$ cat src/rtl/ls_arb_pkg.sv
// rtl/ls_arb_pkg.sv - shared encodings and default widths for the load/store port arbiter
package ls_arb_pkg;

   localparam logic [0:0] IDLE   = 1'b0;
   localparam logic [0:0] SECOND = 1'b1;

   localparam logic [0:0] LANE1 = 1'b0;
   localparam logic [0:0] LANE2 = 1'b1;

   localparam int DEF_AW        = 32;
   localparam int DEF_DW        = 32;
   localparam int DEF_MAX_OUTST = 2;

endpackage

$ cat src/rtl/ls_tag_fifo.sv
// rtl/ls_tag_fifo.sv - in-order lane-id FIFO for outstanding loads (head always at mem[0])
module ls_tag_fifo
   import ls_arb_pkg::*;
#(
   parameter int DEPTH = DEF_MAX_OUTST,
   parameter int CW    = $clog2(DEPTH + 1)
) (
   input  logic          clk,
   input  logic          rst,
   input  logic          push,
   input  logic [0:0]    push_data,
   input  logic          pop,
   output logic [0:0]    pop_data,
   output logic [CW-1:0] count,
   output logic          empty,
   output logic          full
);

   logic [DEPTH-1:0] mem;
   logic [DEPTH-1:0] mem_nxt;
   logic             do_push;
   logic             do_pop;
   logic [CW-1:0]    wr_idx;

   assign empty    = (count == '0);
   assign full     = (count == CW'(DEPTH));
   assign pop_data = mem[0];
   assign do_pop   = pop && !empty;
   assign do_push  = push && (!full || do_pop);
   assign wr_idx   = do_pop ? (count - CW'(1)) : count;

   // Shift-down storage: a pop moves every entry toward the head, the push lands behind the last one.
   always_comb begin
      mem_nxt = do_pop ? (mem >> 1) : mem;
      for (int i = 0; i < DEPTH; i++) begin
         if (do_push && (wr_idx == CW'(i))) begin
            mem_nxt[i] = push_data;
         end
      end
   end

   always_ff @(posedge clk) begin
      if (rst) begin
         mem   <= '0;
         count <= '0;
      end else begin
         mem <= mem_nxt;
         case ({do_push, do_pop})
            2'b10:   count <= count + CW'(1);
            2'b01:   count <= count - CW'(1);
            default: count <= count;
         endcase
      end
   end

endmodule

$ cat src/rtl/ls_port_arbiter.sv
// rtl/ls_port_arbiter.sv - dual-lane data-memory port arbiter; optional LS_ARB_PERF_CNT_EN adds dual_ls_cnt
module ls_port_arbiter
   import ls_arb_pkg::*;
#(
   parameter int AW        = DEF_AW,
   parameter int DW        = DEF_DW,
   parameter int MAX_OUTST = DEF_MAX_OUTST
) (
   input  logic            clk,
   input  logic            rst,
   input  logic            flush,
   input  logic            l1_valid,
   input  logic            l1_we,
   input  logic [AW-1:0]   l1_addr,
   input  logic [DW-1:0]   l1_wdata,
   input  logic [DW/8-1:0] l1_be,
   input  logic            l2_valid,
   input  logic            l2_we,
   input  logic [AW-1:0]   l2_addr,
   input  logic [DW-1:0]   l2_wdata,
   input  logic [DW/8-1:0] l2_be,
   output logic            ls_stall,
   output logic            mem_req,
   output logic            mem_we,
   output logic [AW-1:0]   mem_addr,
   output logic [DW-1:0]   mem_wdata,
   output logic [DW/8-1:0] mem_be,
   input  logic            mem_gnt,
   input  logic            mem_rvalid,
   input  logic [DW-1:0]   mem_rdata,
   output logic            l1_rvalid,
   output logic [DW-1:0]   l1_rdata,
   output logic            l2_rvalid,
   output logic [DW-1:0]   l2_rdata,
   output logic            arb_err
`ifdef LS_ARB_PERF_CNT_EN
   ,
   output logic [31:0]     dual_ls_cnt
`endif
);

   localparam int CW = $clog2(MAX_OUTST + 1);

   logic [0:0]    state;
   logic [0:0]    state_nxt;
   logic [0:0]    sel_lane;
   logic          both_valid;
   logic          op_valid;
   logic          issue;
   logic          granted;
   logic          resp_ok;
   logic [0:0]    tag_head;
   logic [CW-1:0] tag_count;
   logic          tag_empty;
   logic          tag_full;

   assign both_valid = l1_valid && l2_valid;

   always_comb begin
      sel_lane = LANE1;
      op_valid = 1'b0;
      if (state == SECOND) begin
         sel_lane = LANE2;
         op_valid = l2_valid;
      end else begin
         sel_lane = l1_valid ? LANE1 : LANE2;
         op_valid = l1_valid || l2_valid;
      end
   end

   assign mem_we    = (sel_lane == LANE1) ? l1_we    : l2_we;
   assign mem_addr  = (sel_lane == LANE1) ? l1_addr  : l2_addr;
   assign mem_wdata = (sel_lane == LANE1) ? l1_wdata : l2_wdata;
   assign mem_be    = (sel_lane == LANE1) ? l1_be    : l2_be;

   // Loads wait while every tag slot is taken; a same-cycle pop is deliberately not bypassed.
   assign issue   = op_valid && !(!mem_we && (tag_count == CW'(MAX_OUTST)));
   assign granted = issue && mem_gnt && !rst;
   assign mem_req = issue && !flush && !rst;

   // The older op of a pair always stalls; the pair retires only with its last grant.
   assign ls_stall = !rst && op_valid && (!granted || ((state == IDLE) && both_valid));

   always_comb begin
      state_nxt = state;
      if (flush) begin
         state_nxt = IDLE;
      end else if (state == IDLE) begin
         if (both_valid && granted) begin
            state_nxt = SECOND;
         end
      end else if (granted || !l2_valid) begin
         state_nxt = IDLE;
      end
   end

   always_ff @(posedge clk) begin
      if (rst) begin
         state   <= IDLE;
         arb_err <= 1'b0;
      end else begin
         state <= state_nxt;
         if (mem_rvalid && tag_empty) begin
            arb_err <= 1'b1;
         end
      end
   end

   ls_tag_fifo #(
      .DEPTH (MAX_OUTST),
      .CW    (CW)
   ) u_tag_fifo (
      .clk       (clk),
      .rst       (rst),
      .push      (granted && !mem_we && !tag_full),
      .push_data (sel_lane),
      .pop       (mem_rvalid),
      .pop_data  (tag_head),
      .count     (tag_count),
      .empty     (tag_empty),
      .full      (tag_full)
   );

   assign resp_ok   = mem_rvalid && !tag_empty && !rst;
   assign l1_rvalid = resp_ok && (tag_head == LANE1);
   assign l2_rvalid = resp_ok && (tag_head == LANE2);
   assign l1_rdata  = l1_rvalid ? mem_rdata : '0;
   assign l2_rdata  = l2_rvalid ? mem_rdata : '0;

`ifdef LS_ARB_PERF_CNT_EN
   always_ff @(posedge clk) begin
      if (rst) begin
         dual_ls_cnt <= '0;
      end else if ((state == IDLE) && (state_nxt == SECOND)) begin
         dual_ls_cnt <= dual_ls_cnt + 32'd1;
      end
   end
`endif

endmodule

$ cat config.mk
export PLATFORM = sky130hd
export DESIGN_NAME = ls_port_arbiter
export DESIGN_NICKNAME = d
export VERILOG_FILES = /design/src/rtl/ls_arb_pkg.sv /design/src/rtl/ls_tag_fifo.sv /design/src/rtl/ls_port_arbiter.sv
export SDC_FILE = /design/constraint.sdc
export NUM_CORES = 1
export LEC_CHECK = 0
export CORE_AREA = 4 4 119 121
export CTS_CLUSTER_SIZE = 12
export DETAILED_ROUTE_END_ITERATION = 8
export DIE_AREA = 0 0 123 125
export HOLD_SLACK_MARGIN = 0.02
export PLACE_DENSITY = 0.56
export SLEW_MARGIN = 30
export SYNTH_ARGS = -nofsm -noshare
export SYNTH_HDL_FRONTEND = slang
export SYNTH_SLANG_ARGS = --single-unit
$ cat constraint.sdc
create_clock -name clk -period 2.1 [get_ports clk]
set_input_delay 0.42 -clock clk [delete_from_list [all_inputs] [get_ports clk]]
set_output_delay 0.42 -clock clk [all_outputs]
set_load 0.02 [all_outputs]
[Yosys cells after proc, flatten, opt, wreduce, memory -nomap -nowiden]
Cells that the tools add are included.
Widths: inputs -> output; s select.
Cells by class
  add/sub/neg operators: 2
  equal/unequal tests: 4
  multiplexer cells: 17
  bitwise gates (word level): 2
  reductions and logical operators: 39
Operators with widths (number)
  $mux 32: 4
  $logic_and 1x1->1: 21
  $mux 1: 9
  $logic_not 1->1: 8
  $reduce_bool 2->1: 3
  $eq 2x1->1 const B: 2
  $eq 2x2->1 const B: 2
  $logic_not 2->1: 2
  $logic_or 1x1->1: 4
  $mux 2: 2
  $mux 4: 1
  $pmux 2 s2: 1
  $add 2x1->2 const B: 1
  $not 1->1: 2
  $reduce_or 2->1: 1
  $sub 2x1->2 const B: 1
Storage, ports and cells
  bits in registers: 6
  bits of input ports: 177
  word-level logic and storage cells: 69

[Depth between registers and ports, before layout]
Gate-level depths: netlist (run 1).
  depth after elaboration: 14
  mapped depth: 9
  gate-level depth less buffers: 9

[Modules after synthesis]
From an unflattened synthesis (run 1), not the netlist that was laid out.
Second synthesis, totals
  cells, all modules: 357
  area, all modules: 1855.5 um^2
By module, submodules not included
  ls_port_arbiter: instances 1, cells each 320, area each 1547.7 um^2
  ls_tag_fifo: instances 1, cells each 37, area each 307.8 um^2

[Least setup slack after synthesis (run 1)]
Ideal clock, no wire load.
  path kind: reg2out
  start: register u_tag_fifo.count[0]
  end: output l1_rdata[22]
  data arrival time: 1.622 ns
  required time: 1.680 ns
  setup slack: 0.058 ns
  stages on the path, launching flop included: 8
  path buffers: 2
  cells stage by stage: dfxtp_1 > inv_1 > ha_1 > nor2b_1 > buf_4 > nor3b_2 > buf_2 > and2_1
Between the ends
  word-level cells in the longest chain between the ends: 6
Ends and longest elaborated chain
  from (decl): line ls_tag_fifo.sv:14  | output logic [CW-1:0] count,
  from (signal assigned): line ls_tag_fifo.sv:49  | 2'b10: count <= count + CW'(1);
  from (signal assigned): line ls_tag_fifo.sv:50  | 2'b01: count <= count - CW'(1);
  from (signal assigned): line ls_tag_fifo.sv:51  | default: count <= count;
  $logic_not 2->1: line ls_tag_fifo.sv:25  | assign empty = (count == '0);
  $logic_not 1->1: line ls_port_arbiter.sv:124  | assign resp_ok = mem_rvalid && !tag_empty && !rst;
  $logic_and 1x1->1 (2 in series): line ls_port_arbiter.sv:124
  $logic_and 1x1->1: line ls_port_arbiter.sv:125  | assign l1_rvalid = resp_ok && (tag_head == LANE1);
  named net l1_rvalid: line ls_port_arbiter.sv:31  | output logic l1_rvalid,
  $mux 32: line ls_port_arbiter.sv:127  | assign l1_rdata = l1_rvalid ? mem_rdata : '0;
  to (decl): line ls_port_arbiter.sv:32  | output logic [DW-1:0] l1_rdata,
The timed path passes the listed nets, and every way through them passes these cells.

[Worst setup path in the final report (run 1)]
  start: register u_tag_fifo.count[0]
  end: output l2_rdata[17]
Between the ends
  word-level cells in the longest chain between the ends: 6
Ends and longest elaborated chain
  $logic_not 2->1: line ls_tag_fifo.sv:25
  $logic_not 1->1: line ls_port_arbiter.sv:124
  $logic_and 1x1->1 (2 in series): line ls_port_arbiter.sv:124
  $logic_and 1x1->1: line ls_port_arbiter.sv:126  | assign l2_rvalid = resp_ok && (tag_head == LANE2);
  $mux 32: line ls_port_arbiter.sv:128  | assign l2_rdata = l2_rvalid ? mem_rdata : '0;
  to (decl): line ls_port_arbiter.sv:34  | output logic [DW-1:0] l2_rdata,
No other way between the ends.

==> results of run 1 <==
## through the flow
step / total power, mW / utilization [%] / hold WS, ns / area, um^2 / std cells
CTS: 2.12 / 40.5 / 0.472 / 5300 / 714
global route: 2.34 / 43.5 / 0.512 / 5690 / 715
floorplan: 0.829 / - / 0.480 / 1690 / 197
global placement: 1.72 / 39.8 / 0.459 / 5210 / 693
detailed placement: 1.73 / 39.8 / 0.464 / 5210 / 693
finish: 2.20 / 43.5 / 0.491 / 5690 / 715
## layer usage
metal / GRT usage [%] / up-vias / share of wire (%)
met5: 0 / - / 0
met4: 3.78 / 0 / 2.4
met3: 6.50 / 16 / 14
met2: 29.6 / 200 / 54
met1: 13.4 / 1291 / 30
li1: - / 1366 / -
## final cells by class
cell class                 count  area [um^2]
fill                        1261         7390
clock buffer                   3         75.1
timing repair buffer         355         3620
multi-input combinational    172         1640
inverter                       3         11.3
tap                          176          220
sequential                     6          124
## power by group
part | total, mW | switching (mW) | internal [mW] | leakage [nW]
combinational | 1.74 | 0.722 | 1.01 | 2.35
clock | 0.309 | 0.0649 | 0.244 | 0.0370
sequential | 0.160 | 0.0170 | 0.143 | 0.0503
## final timing paths
| kind | from | cells past startpoint | slack (ns) | end |
|---|---|---|---|---|
| hold / removal | arb_err | 2 | 0.49 | arb_err |
| setup / recovery | u_tag_fifo.count[0] | 8 | -0.03 | l2_rdata[17] |
| hold reg to reg | arb_err | 2 | 0.49 | arb_err |
| setup reg to reg | state | 9 | 0.10 | u_tag_fifo.count[1] |
## cells by family after synthesis
| family | share of synthesized area [%] |
|---|---|
| buffers and inverters | 5.18 |
| and+or+nand+nor | 31.7 |
| DFF | 7.10 |
| muxes | 48.7 |
| xor gates and xnor gates | 1.55 |
| adders and majority gates | 2.22 |
| AOI/OAI and AO/OA | 3.62 |
## flip-flops by register name (all words and copies together) (netlist names)
signal and cells:
arb_err 1, u_tag_fifo.count 2, state 1, u_tag_fifo.mem 2
## tightest hold or removal path, delay by kind of cell, from the launching register on
kind	cells	cell delay (ns)
flip-flops	1	0.32
AO/OA/AOI/OAI	1	0.05
AND/OR/NAND/NOR	1	0.08
## synthesized netlist by cell type
master / count
inv_1: 3
o221a_2: 1
nor4b_2: 1
mux2i_1: 2
or2_2: 1
mux2_1: 2
clkbuf_1: 5
nor2b_4: 1
nor3b_2: 1
and2_1: 64
buf_2: 10
mux2_2: 68
and3_1: 1
nor3b_1: 2
nor2_1: 7
ha_1: 3
buf_4: 1
a211oi_1: 2
and3b_1: 1
nor4_2: 1
xor2_1: 2
dfxtp_1: 6
nor2b_1: 2
nand2b_1: 1
xnor2_1: 1
mux2_4: 1
o21ai_0: 5
a21oi_1: 2
## what timing repair did
action / CTS / global route
buffers inserted: 14 / 0
setup endpoints to repair: 141 / 82
cloned: 4 / 3
gates resized for setup: 539 / 154
pin swaps: 4 / 20
==> impl_metrics.env, run 1 <==
export IMPL_routedWlPerCell_um=18.2
export IMPL_grt_pass1_wl_mm=17.9
export IMPL_max_slew_margin_pct=81.4
export IMPL_tns_ns=-0.174
export IMPL_fin_crit_sh_pct=102
export IMPL_yosysSeqAreaShare_pct=7.10
export IMPL_syn_inst=197
export IMPL_die_x_um=123
export IMPL_max_stage_delay_ns=0.33
export IMPL_die_area_um2=15400
export IMPL_clock_sinks=6
export IMPL_mostFrequentLayoutCells="clkdlybuf4s50_1 (173), mux2_2 (67), buf_6 (61), and2_4 (39)"
export IMPL_finalSetupViolations=7
export IMPL_io_pins=315
export IMPL_post_route_drc_count=0
export IMPL_layout_commonest_cell="clkdlybuf4s50_1"
export IMPL_violations="negative setup slack"
export IMPL_critical_path_top_cell_by_count="buf_6"
export IMPL_globalplace_congestion=0.822
export IMPL_synth_seq_cells=6
export IMPL_cts_tree="built"
export IMPL_worstSetupStartpointType="flop"
export IMPL_start_util_pct=12.9
export IMPL_cp_max_fo=7
export IMPL_synth_avg_cell_area_um2=8.59
export IMPL_power_leakage_nw=2.44
export IMPL_grt_use_total_pct=14.9
export IMPL_gr_total_overflow=0
export IMPL_synthesis_nets=377
export IMPL_fmax_ghz=0.469
export IMPL_crit_arrival_ns=1.71
export IMPL_grt_max_degree=18
export IMPL_cpLargestDelayFamily="simple AND/OR/NAND/NOR gates"
export IMPL_cts_buffer_depth=2
export IMPL_core_region_area_um2=13100
export IMPL_hp_class="flop to flop"
export IMPL_drive_gt1_share_pct=55.3
export IMPL_crit_type="flop to primary output"
export IMPL_root_buffer="clkbuf_16"
export IMPL_postRouteAntennaNets=0
export IMPL_dp_slack_ns=-0.646
export IMPL_drt_iter0_markers=18
export IMPL_fin_skew_ns=0.000749
export IMPL_viasPerCell=4.02
export IMPL_synth_cell_types=28
export IMPL_required_ns=1.68
export IMPL_diodes=0
export IMPL_first_pass_iters=4
export IMPL_dp_hpwl_mm=10.5
export IMPL_status="complete, but fails checks"
export IMPL_dieHeight_um=125
export IMPL_postCtsHoldBufs=0
export IMPL_grt_pass1_vias=3060
export IMPL_syn_area_um2=1690
export IMPL_synth_top_area_share_pct=45.3
export IMPL_critical_path_cell_chain="inv_2 -> ha_4 -> nor2b_4 -> and3b_2 -> buf_12 -> buf_6 -> and2_4 -> buf_6"
export IMPL_area_growth_synth_to_final_pct=237
export IMPL_synth_top_cell_by_area="mux2_2"
export IMPL_antenna_found_initial=0
export IMPL_nets=721
export IMPL_period_minus_slack_ns=2.13
export IMPL_critical_path_buf_inv_count=4
export IMPL_yosys_warnings=0
export IMPL_vias=2873
export IMPL_cap_violations=0
export IMPL_htree_levels=1
export IMPL_drv_slew=0
export IMPL_endpoint_kind="primary output"
export IMPL_cts_buffers=3
export IMPL_slowest_stage="and3b_2"
export IMPL_rsz0062_at_grt="yes"
export IMPL_p_per_area_nw_per_um2=387
export IMPL_clk_insertion_delay_late_ns=0.23
export IMPL_tightest_slew_ns=0.271
export IMPL_worst_slack_ns=-0.0319
export IMPL_rows=42
export IMPL_numPortBuffers=314
export IMPL_synthTopCellsByArea="mux2_2 (45%), and2_1 (24%), dfxtp_1 (7.1%)"
export IMPL_hold_viol=0
export IMPL_ir_worst_vdd_uv=281
export IMPL_routed_wl_mm=13.0
export IMPL_clk_pin_slew_ns=0.03
No activity file was read; power rests on OpenSTA's default activity.
==> inputs of run 2 (changes only) <==
Settings changed: CAP_MARGIN set to 20, CTS_BUF_LIST set to sky130_fd_sc_hd__clkbuf_4.
==> run 2 against run 1 <==
Net effect: die area is the same; first-iteration DRC count grew 28%; global-route usage is essentially flat; clock skew is essentially flat; fmax grew 1.6%; critical path type unchanged; clock power shrank 63%; total power shrank 11%; critical endpoint is now l1_rdata[29]; core utilization shrank 3.3 points; register-to-register slack gained 0.03 ns; clock-buffer cell count is the same; critical path depth is the same; sequential cell count is the same; the flow now finishes without violations.
==> impl_metrics.env, run 2 (same netlist as run 1, synthesis figures left out) <==
export IMPL_grt_pass1_vias=3024
export IMPL_diodes=0
export IMPL_dp_slack_ns=-0.646
export IMPL_clock_sinks=6
export IMPL_dp_hpwl_mm=10.5
export IMPL_vias=2838
export IMPL_period_minus_slack_ns=2.10
export IMPL_p_per_area_nw_per_um2=373
export IMPL_status="complete, no violations"
export IMPL_clk_insertion_delay_late_ns=0.25
export IMPL_tightest_slew_ns=0.268
export IMPL_first_pass_iters=4
export IMPL_grt_max_degree=18
export IMPL_drv_slew=0
export IMPL_worst_slack_ns=0.00100
export IMPL_post_route_drc_count=0
export IMPL_die_x_um=123
export IMPL_numPortBuffers=314
export IMPL_routedWlPerCell_um=17.4
export IMPL_cts_tree="built"
export IMPL_cap_violations=0
export IMPL_finalSetupViolations=0
export IMPL_reg2regPathDepth=9
export IMPL_gr_total_overflow=0
export IMPL_mostFrequentLayoutCells="clkdlybuf4s50_1 (173), buf_2 (72), mux2_2 (64), buf_6 (48), and2_1 (44)"
export IMPL_crit_type="flop to primary output"
export IMPL_routed_wl_mm=12.4
export IMPL_fin_skew_ns=0.00109
export IMPL_cts_buffers=3
export IMPL_core_region_area_um2=13100
export IMPL_drive_gt1_share_pct=53.3
export IMPL_fin_crit_sh_pct=100
export IMPL_worstSetupStartpointType="flop"
export IMPL_start_util_pct=12.9
export IMPL_drt_iter0_markers=23
export IMPL_grt_pass1_wl_mm=17.9
export IMPL_layout_commonest_cell="clkdlybuf4s50_1"
export IMPL_cp_max_fo=8
export IMPL_reg2reg_slack_ns=0.13
export IMPL_nets=719
export IMPL_area_growth_synth_to_final_pct=211
export IMPL_required_ns=1.68
export IMPL_hold_viol=0
export IMPL_grt_use_total_pct=14.9
export IMPL_rsz0062_at_grt="yes"
export IMPL_globalplace_congestion=0.822
export IMPL_power_leakage_nw=2.35
export IMPL_viasPerCell=3.98
export IMPL_hp_class="flop to flop"
export IMPL_hold_slack_ns=0.466
export IMPL_whs_path_depth=2
export IMPL_timing_rr_end="u_tag_fifo.count[1]"
export IMPL_postRouteAntennaNets=0
export IMPL_endpoint_kind="primary output"
export IMPL_postCtsHoldBufs=0
export IMPL_ir_worst_vdd_uv=210
export IMPL_crit_arrival_ns=1.68
export IMPL_r2r_start="state"
export IMPL_cts_buffer_depth=2
export IMPL_antenna_found_initial=0
export IMPL_rows=42
export IMPL_io_pins=315
export IMPL_htree_levels=1
export IMPL_largest_registers="u_tag_fifo.count: 2 flops, u_tag_fifo.mem: 2 flops"
export IMPL_fmax_ghz=0.476
export IMPL_worst_hold_startpoint="arb_err"
export IMPL_hold_end="arb_err"
export IMPL_dieHeight_um=125
export IMPL_max_slew_margin_pct=81.6
export IMPL_root_buffer="clkbuf_4"
export IMPL_die_area_um2=15400
export IMPL_total_power_mw=1.96
export IMPL_clk_pin_slew_ns=0.05
-- run 2: cell types whose count changed in the layout (fill, tap and decap cells not counted), moves of 5 or more --
cell,delta
clkbuf_16,-5
buf_6,-13
buf_2,+53
and2_4,-19
clkdlybuf4s15_1,-7
and2_1,+19
clkdlybuf4s15_2,-25
-- run 2: stage by stage --
stage	TNS (ns)	instance area, um^2	util [%]	cells
5_1_grt	-2.39	5270	40.2	713
3_3_place_gp	-80.12	5210	39.8	693
4_1_cts	-0.439	5130	39.2	715
6_report	0	5270	40.2	713
3_5_place_dp	-81.05	5210	39.8	693
2_1_floorplan	0	1690	-	197
-- run 2: critical path, stage by stage (launching register included) --
cell and delay (ns):
dfxtp_2 0.33, inv_2 0.05, ha_4 0.16, nor2b_4 0.12
nor3b_4 0.23, buf_6 0.15, clkbuf_16 0.14, and2_4 0.14
buf_6 0.11
-- run 2: routing by layer --
layer	global-route usage (%)	up-vias	share of wire [%]
li1	-	1360	-
met1	13.6	1260	30
met2	29.1	202	53
met3	6.32	16	15
met4	4.36	0	2.8
met5	0	-	0
-- run 2: power by group --
part / switching [mW] / internal (mW) / leakage (nW)
sequential: 0.0155 / 0.142 / 0.0503
combinational: 0.707 / 0.985 / 2.28
clock: 0.0486 / 0.0651 / 0.0138
-- run 2: worst max path at each step --
stage,startpoint,end,slack (ns)
after detailed placement,mem_rvalid,l1_rdata[19],-0.65
after floorplan,u_tag_fifo.count[0],l1_rdata[22],0.06
final,u_tag_fifo.count[0],l1_rdata[29],0.001
after global routing,u_tag_fifo.count[0],l1_rdata[20],-0.11
after global placement,l1_valid,mem_addr[13],-0.64
after CTS,state,mem_addr[13],-0.08
-- run 2: final cells by class --
cell class	instances	area, um^2
clock buffers	3	22.5
flip-flops and latches	6	124
multi-input cells	172	1600
repair buffers	353	3290
inverters	3	11.3
well taps	176	220
fillers	1304	7820
-- run 2: repair_timing --
| action | in CTS | in global routing |
|---|---|---|
| resized for setup | 610 | 94 |
| gates cloned | 4 | 1 |
| setup endpoints to repair | 141 | 86 |
| buffers inserted | 15 | 1 |
| pin swaps | 4 | 11 |
